### config.mk
export PLATFORM = sky130hd
export DESIGN_NAME = nexys4_irq_arbiter_flat
export DESIGN_NICKNAME = d
export VERILOG_FILES = /design/src/rtl/nexys4_irq_arbiter_pkg.sv /design/src/rtl/nexys4_irq_arbiter_if.sv /design/src/rtl/nexys4_irq_arbiter_rr_picker.sv /design/src/rtl/nexys4_irq_arbiter.sv /design/src/flat_wrapper.sv
export SDC_FILE = /design/constraint.sdc
export NUM_CORES = 1
export LEC_CHECK = 0
export CAP_MARGIN = 15
export CORE_MARGIN = 5
export CORE_UTILIZATION = 51
export CTS_CLUSTER_SIZE = 20
export DETAILED_ROUTE_END_ITERATION = 10
export PLACE_DENSITY = 0.85
export SETUP_SLACK_MARGIN = 0.02
export SLEW_MARGIN = 20
export SYNTH_ARGS = -nofsm -noshare
export SYNTH_HDL_FRONTEND = slang
export SYNTH_SLANG_ARGS = --single-unit
### constraint.sdc
create_clock -name sysclk -period 3.9 [get_ports sysclk]
set_clock_uncertainty 0.05 [all_clocks]
set_input_delay 0.78 -clock sysclk [delete_from_list [all_inputs] [get_ports sysclk]]
set_output_delay 0.78 -clock sysclk [all_outputs]
set_load 0.02 [all_outputs]
### src/rtl/nexys4_irq_arbiter_pkg.sv
// Shared types and constants for the PicoBlaze interrupt arbiter:
// FSM states, port-decode bits and cause-byte layout.
package nexys4_irq_pkg;

  typedef enum logic [1:0] {
    IDLE    = 2'd0,
    REQ     = 2'd1,
    SERVICE = 2'd2
  } irq_state_e;

  localparam int EOI_PORT_BIT  = 4;
  localparam int MASK_PORT_BIT = 5;

  localparam int CAUSE_INSVC   = 7;
  localparam int CAUSE_TMO     = 6;
  localparam int CAUSE_IDX_MSB = 2;
  localparam int IDX_W         = CAUSE_IDX_MSB + 1;

  // Round-robin successor of a source index; always 0 when there is one source.
  function automatic logic [IDX_W-1:0] rr_next(input logic [IDX_W-1:0] idx, input int num_src);
    if (int'(idx) >= num_src - 1) return '0;
    return idx + 1'b1;
  endfunction

endpackage

### src/rtl/nexys4_irq_arbiter_if.sv
// Bundle between the event sources / PicoBlaze I/O bus and the interrupt arbiter.
// master = PicoBlaze side and sources, slave = arbiter.
interface nexys4_irq_arbiter_if #(
  parameter int NUM_SRC = 4
);
  logic [NUM_SRC-1:0] src_in;
  logic               write_strobe;
  logic [7:0]         port_id;
  logic [7:0]         io_data_in;
  logic               interrupt_ack;
  logic               interrupt_request;
  logic [7:0]         irq_cause;
  logic [NUM_SRC-1:0] irq_pending;

  modport master (
    output src_in, write_strobe, port_id, io_data_in, interrupt_ack,
    input  interrupt_request, irq_cause, irq_pending
  );

  modport slave (
    input  src_in, write_strobe, port_id, io_data_in, interrupt_ack,
    output interrupt_request, irq_cause, irq_pending
  );
endinterface

### src/rtl/nexys4_irq_arbiter_rr_picker.sv
// Combinational round-robin picker: first set request at or above ptr_i, wrapping.
// Zero latency; vld_o low when no request is set.
module nexys4_rr_picker
  import nexys4_irq_pkg::*;
#(
  parameter int NUM_SRC = 4
) (
  input  logic [NUM_SRC-1:0] req_i,
  input  logic [IDX_W-1:0]   ptr_i,
  output logic               vld_o,
  output logic [IDX_W-1:0]   idx_o
);

  logic found;

  always_comb begin
    int t;
    t     = 0;
    found = 1'b0;
    idx_o = '0;
    for (int k = 0; k < NUM_SRC; k++) begin
      t = int'(ptr_i) + k;
      if (t >= NUM_SRC) t = t - NUM_SRC;
      for (int i = 0; i < NUM_SRC; i++) begin
        if (!found && req_i[i] && (t == i)) begin
          found = 1'b1;
          idx_o = IDX_W'(i);
        end
      end
    end
  end

  assign vld_o = found;

endmodule

### src/rtl/nexys4_irq_arbiter.sv
// Shares the PicoBlaze interrupt among NUM_SRC edge-triggered sources, round-robin,
// request held until ack, grant held until EOI; all outputs come straight from flops.
module nexys4_irq_arbiter
  import nexys4_irq_pkg::*;
#(
  parameter int NUM_SRC     = 4,
  parameter int ACK_TIMEOUT = 255
) (
  input  logic                 sysclk,
  input  logic                 sysreset,
  nexys4_irq_arbiter_if.slave  bus
);

  localparam logic [7:0] CNT_MAX = 8'(ACK_TIMEOUT);

  irq_state_e          state_q;
  logic [NUM_SRC-1:0]  src_q;
  logic [NUM_SRC-1:0]  pending_q;
  logic [NUM_SRC-1:0]  pending_d;
  logic [NUM_SRC-1:0]  mask_q;
  logic [IDX_W-1:0]    grant_q;
  logic [IDX_W-1:0]    rr_ptr_q;
  logic                timeout_q;
  logic [7:0]          cnt_q;
  logic                req_q;
  logic                insvc_q;

  logic [NUM_SRC-1:0]  rise;
  logic [NUM_SRC-1:0]  grant_oh;
  logic                mask_wr;
  logic                eoi_wr;
  logic                eoi_ok;
  logic                pick_vld;
  logic [IDX_W-1:0]    pick_idx;
  logic [7:0]          cause;
  logic                unused_bits;

  assign rise    = bus.src_in & ~src_q;
  assign mask_wr = bus.write_strobe & bus.port_id[MASK_PORT_BIT];
  assign eoi_wr  = bus.write_strobe & bus.port_id[EOI_PORT_BIT];
  assign eoi_ok  = eoi_wr && (state_q == SERVICE);

  always_comb begin
    grant_oh = '0;
    for (int i = 0; i < NUM_SRC; i++) grant_oh[i] = (grant_q == IDX_W'(i));
  end

  // A fresh edge on the granted source wins over its EOI clear.
  assign pending_d = (pending_q & ~(grant_oh & {NUM_SRC{eoi_ok}})) | rise;

  nexys4_rr_picker #(
    .NUM_SRC (NUM_SRC)
  ) u_picker (
    .req_i (pending_q & mask_q),
    .ptr_i (rr_ptr_q),
    .vld_o (pick_vld),
    .idx_o (pick_idx)
  );

  always_ff @(posedge sysclk or negedge sysreset) begin
    if (!sysreset) begin
      state_q   <= IDLE;
      src_q     <= '0;
      pending_q <= '0;
      mask_q    <= '0;
      grant_q   <= '0;
      rr_ptr_q  <= '0;
      timeout_q <= 1'b0;
      cnt_q     <= '0;
      req_q     <= 1'b0;
      insvc_q   <= 1'b0;
    end else begin
      src_q     <= bus.src_in;
      pending_q <= pending_d;
      if (mask_wr) mask_q <= bus.io_data_in[NUM_SRC-1:0];
      case (state_q)
        IDLE: begin
          if (pick_vld) begin
            grant_q <= pick_idx;
            cnt_q   <= '0;
            req_q   <= 1'b1;
            state_q <= REQ;
          end
        end
        REQ: begin
          if (bus.interrupt_ack) begin
            req_q   <= 1'b0;
            insvc_q <= 1'b1;
            state_q <= SERVICE;
          end else if (cnt_q == CNT_MAX) begin
            req_q     <= 1'b0;
            timeout_q <= 1'b1;
            state_q   <= IDLE;
          end else begin
            cnt_q <= cnt_q + 8'd1;
          end
        end
        SERVICE: begin
          if (eoi_wr) begin
            rr_ptr_q  <= rr_next(grant_q, NUM_SRC);
            timeout_q <= 1'b0;
            insvc_q   <= 1'b0;
            state_q   <= IDLE;
          end
        end
        default: begin
          req_q   <= 1'b0;
          insvc_q <= 1'b0;
          state_q <= IDLE;
        end
      endcase
    end
  end

  always_comb begin
    cause                    = '0;
    cause[CAUSE_INSVC]       = insvc_q;
    cause[CAUSE_TMO]         = timeout_q;
    cause[CAUSE_IDX_MSB:0]   = grant_q;
  end

  assign bus.interrupt_request = req_q;
  assign bus.irq_cause         = cause;
  assign bus.irq_pending       = pending_q;

  // Only two port_id bits are decoded and only NUM_SRC data bits feed the mask.
  assign unused_bits = ^{bus.port_id, bus.io_data_in};

endmodule

### src/flat_wrapper.sv
// flat-port wrapper written by rule: the top's interface ports become plain ports
module nexys4_irq_arbiter_flat import nexys4_irq_pkg::*;
#(
  parameter int NUM_SRC     = 4,
  parameter int ACK_TIMEOUT = 255
)
  (sysclk, sysreset, bus_src_in, bus_write_strobe, bus_port_id, bus_io_data_in, bus_interrupt_ack, bus_interrupt_request, bus_irq_cause, bus_irq_pending);
  nexys4_irq_arbiter_if #(.NUM_SRC(NUM_SRC)) bus_i ();
  input  logic sysclk;
  input  logic sysreset;
  input wire logic [$bits(bus_i.src_in)-1:0] bus_src_in;
  input wire logic [$bits(bus_i.write_strobe)-1:0] bus_write_strobe;
  input wire logic [$bits(bus_i.port_id)-1:0] bus_port_id;
  input wire logic [$bits(bus_i.io_data_in)-1:0] bus_io_data_in;
  input wire logic [$bits(bus_i.interrupt_ack)-1:0] bus_interrupt_ack;
  output wire logic [$bits(bus_i.interrupt_request)-1:0] bus_interrupt_request;
  output wire logic [$bits(bus_i.irq_cause)-1:0] bus_irq_cause;
  output wire logic [$bits(bus_i.irq_pending)-1:0] bus_irq_pending;
  assign bus_i.src_in = bus_src_in;
  assign bus_i.write_strobe = bus_write_strobe;
  assign bus_i.port_id = bus_port_id;
  assign bus_i.io_data_in = bus_io_data_in;
  assign bus_i.interrupt_ack = bus_interrupt_ack;
  assign bus_interrupt_request = bus_i.interrupt_request;
  assign bus_irq_cause = bus_i.irq_cause;
  assign bus_irq_pending = bus_i.irq_pending;
  nexys4_irq_arbiter #(.NUM_SRC(NUM_SRC), .ACK_TIMEOUT(ACK_TIMEOUT)) u_core (.sysclk(sysclk), .sysreset(sysreset), .bus(bus_i));
endmodule
==> reports/metrics.yaml <==
finalSetupViolCount: 0
report.final.hold_viol_count: 0
powerDensity_nw_per_um2: 547
stdcell_area_um2: 1690
ant_nets: 0
synth_area_leader_cell: "dfrtp_1"
syn_area_um2: 1430
ys_async_sr_fraction_pct: 100
ys_seq_elements: 29
drcViolationCount: 0
final_common_cell: "dfrtp_1"
synth_area_leaders: "dfrtp_1, mux2_2, ha_1, buf_4, nand2_1"
critical_path.max_fanout: 5
diodes: 0
routed_wl_mm: 2.87
cts_tree: "built"
clock-sinks: 29
start_util_pct: 52.6
rr_endpoint: "u_core.cnt_q[0]$_DFFE_PN0P_"
grt_pass1_wl_mm: 4.88
clock_latency_ps: 320
cts_buffer_depth: 2
hold_class: "reg2reg"
die_w_um: 62.9
drive_gt1_share_pct: 9.94
cts_resized: 0
endpoint_kind: "output pin"
synth_warnings: 0
finalWeightedCongestion: 0.814
peakVddDrop_mv: 0.406
crit_required_ps: 3070
post-dp-hpwl_mm: 2.15
die_area_um2: 3950
dr_total_vias: 1087
reg2reg_slack_ps: 2230
place_area_um2: 1640
syn-mean-instance-area_um2: 10.6
routed_via_density: 5.66
status: "complete, no violations"
rows: 19
rr_startpoint: "u_core.state_q[0]$_DFFE_PN0P_"
dp_cells: 184
antenna_found_initial: 0
dr.pass1.iters: 4
critPathLaunchType: "register"
final_cells: 192
syn2layout_area_growth_pct: 18.7
whs_endpoint: "u_core.timeout_q$_DFFE_PN0P_"
worstPathCellList: "clkdlybuf4s50_1"
root_buffer: "clkbuf_4"
synth_edf_count: 0
crit_path_top_delay_cell: "clkdlybuf4s50_1"
clkTransAtPathRegs_ps: 90
grt_max_degree: 30
core_um2: 2710
die_h_um: 62.9
port-buffer-count: 22
cts_setup_buffers: 0
grt_pass1_vias: 1114
period_share_pct: 57.3
max_freq_mhz: 448
hold_depth: 2
tns_ps: 0
drv_cap: 0
worstMarginPinSlew_ps: 545
h-tree-depth: 2
postCtsHoldBufs: 0
final_nets: 189
rsz0062_at_grt: "no"
syn-instance-count: 135
report.final.slew_viol_count: 0
final_cell_mix: "dfrtp_1, clkdlybuf4s50_1, nand2_1"
grtUsageTotal_pct: 15.3
num_io_pins: 37
routedWlPerCell_um: 14.9
r2r_cells: 3
cp.arrival_ps: 1400
power_leakage_uw: 0.000775
synth_ff_type: "dfrtp_1"
worst-setup-path-type: "reg2out"
grt.overflow.total: 0
drt_iter0_markers: 53
period_minus_slack_ps: 2230
hold_start: "u_core.timeout_q$_DFFE_PN0P_"
crit_family: "buffers and inverters"
power.total_uw: 926
cp_slowest_stage_delay_ps: 650
synth-seq-area-share_pct: 50.9
numCtsBuffers: 5
synth_top_area_share_pct: 50.9
cp.buffers_inverters: 1
ys_types: 32
slew_headroom_pct: 63.5
-- cell usage after synthesis, types with 2 or more instances --
cell,count
o21ai_0,8
nand4_1,4
mux2_2,6
and2_1,2
nand3_1,9
o41ai_1,2
buf_4,8
and3_1,3
dfrtp_1,29
a22o_1,4
ha_1,5
inv_1,9
nand2_1,15
mux2i_1,3
nor2_1,8
a21oi_1,4
-- flip-flops by register name (all words and copies together), names as in the netlist --
| signal | count |
|---|---|
| u_core.insvc_q | 1 |
| u_core.cnt_q | 8 |
| u_core.mask_q | 4 |
| u_core.bus.interrupt_request | 1 |
| u_core.rr_ptr_q | 2 |
| u_core.src_q | 4 |
| u_core.grant_q | 2 |
| u_core.timeout_q | 1 |
| u_core.bus.irq_pending | 4 |
| u_core.state_q | 2 |
-- metal layers --
metal  vias up  GRT usage, %  wire length, um
li1        521             -                -
met1       535          16.9             1170
met2        27          25.8             1530
met3         4          6.83              154
met4         0          5.57               11
met5         -             0                0
-- per-stage QoR --
step / hold slack (ps) / setup WS (ps) / utilization, %
2_1_floorplan: 414 / 2160 / -
3_3_place_gp: 443 / 1480 / 60.7
3_5_place_dp: 446 / 1460 / 60.7
4_1_cts: 467 / 1640 / 62.5
5_1_grt: 484 / 1600 / 62.5
6_report: 458 / 1670 / 62.5
-- worst max-delay path by stage --
| stage | from | to | slack (ps) | depth (start not counted) |
|---|---|---|---|---|
| 5_1_grt | u_core.grant_q[0]$_DFFE_PN0P_ | bus_irq_cause[0] | 1600 | 1 |
| 4_1_cts | u_core.grant_q[0]$_DFFE_PN0P_ | bus_irq_cause[0] | 1640 | 1 |
| 3_5_place_dp | bus_write_strobe | u_core.rr_ptr_q[1]$_DFFE_PN0P_ | 1460 | 4 |
| 2_1_floorplan | bus_write_strobe | u_core.rr_ptr_q[0]$_DFFE_PN0P_ | 2160 | 3 |
| 6_report | u_core.grant_q[0]$_DFFE_PN0P_ | bus_irq_cause[0] | 1670 | 1 |
| 3_3_place_gp | bus_write_strobe | u_core.rr_ptr_q[1]$_DFFE_PN0P_ | 1480 | 4 |
-- report_power, final --
part	total (uW)	switching [uW]	internal [uW]	leakage [uW]
clock network	167	95.0	71.7	0.0000265
logic	316	167	149	0.000397
registers	443	82.2	361	0.000352
-- cell families after synthesis --
kind of cell	after synthesis	synth area share [%]
other	1	0.263
AO/OA/AOI/OAI	28	14.1
buffers and inverters	17	6.58
flip-flops	29	50.9
multiplexers	9	6.84
XOR/XNOR	1	0.614
adder cells (fa/ha/maj)	5	4.39
AND/OR/NAND/NOR	45	16.3
-- cell type report --
cell class	instances	area, um^2
Tap cell	31	38.8
Clock buffer	8	48.8
Fill cell	246	1020
Multi-Input combinational cell	92	618
Sequential cell	29	726
Timing Repair Buffer	23	228
Inverter	9	33.8
Power figures use the tool's default switching activity.
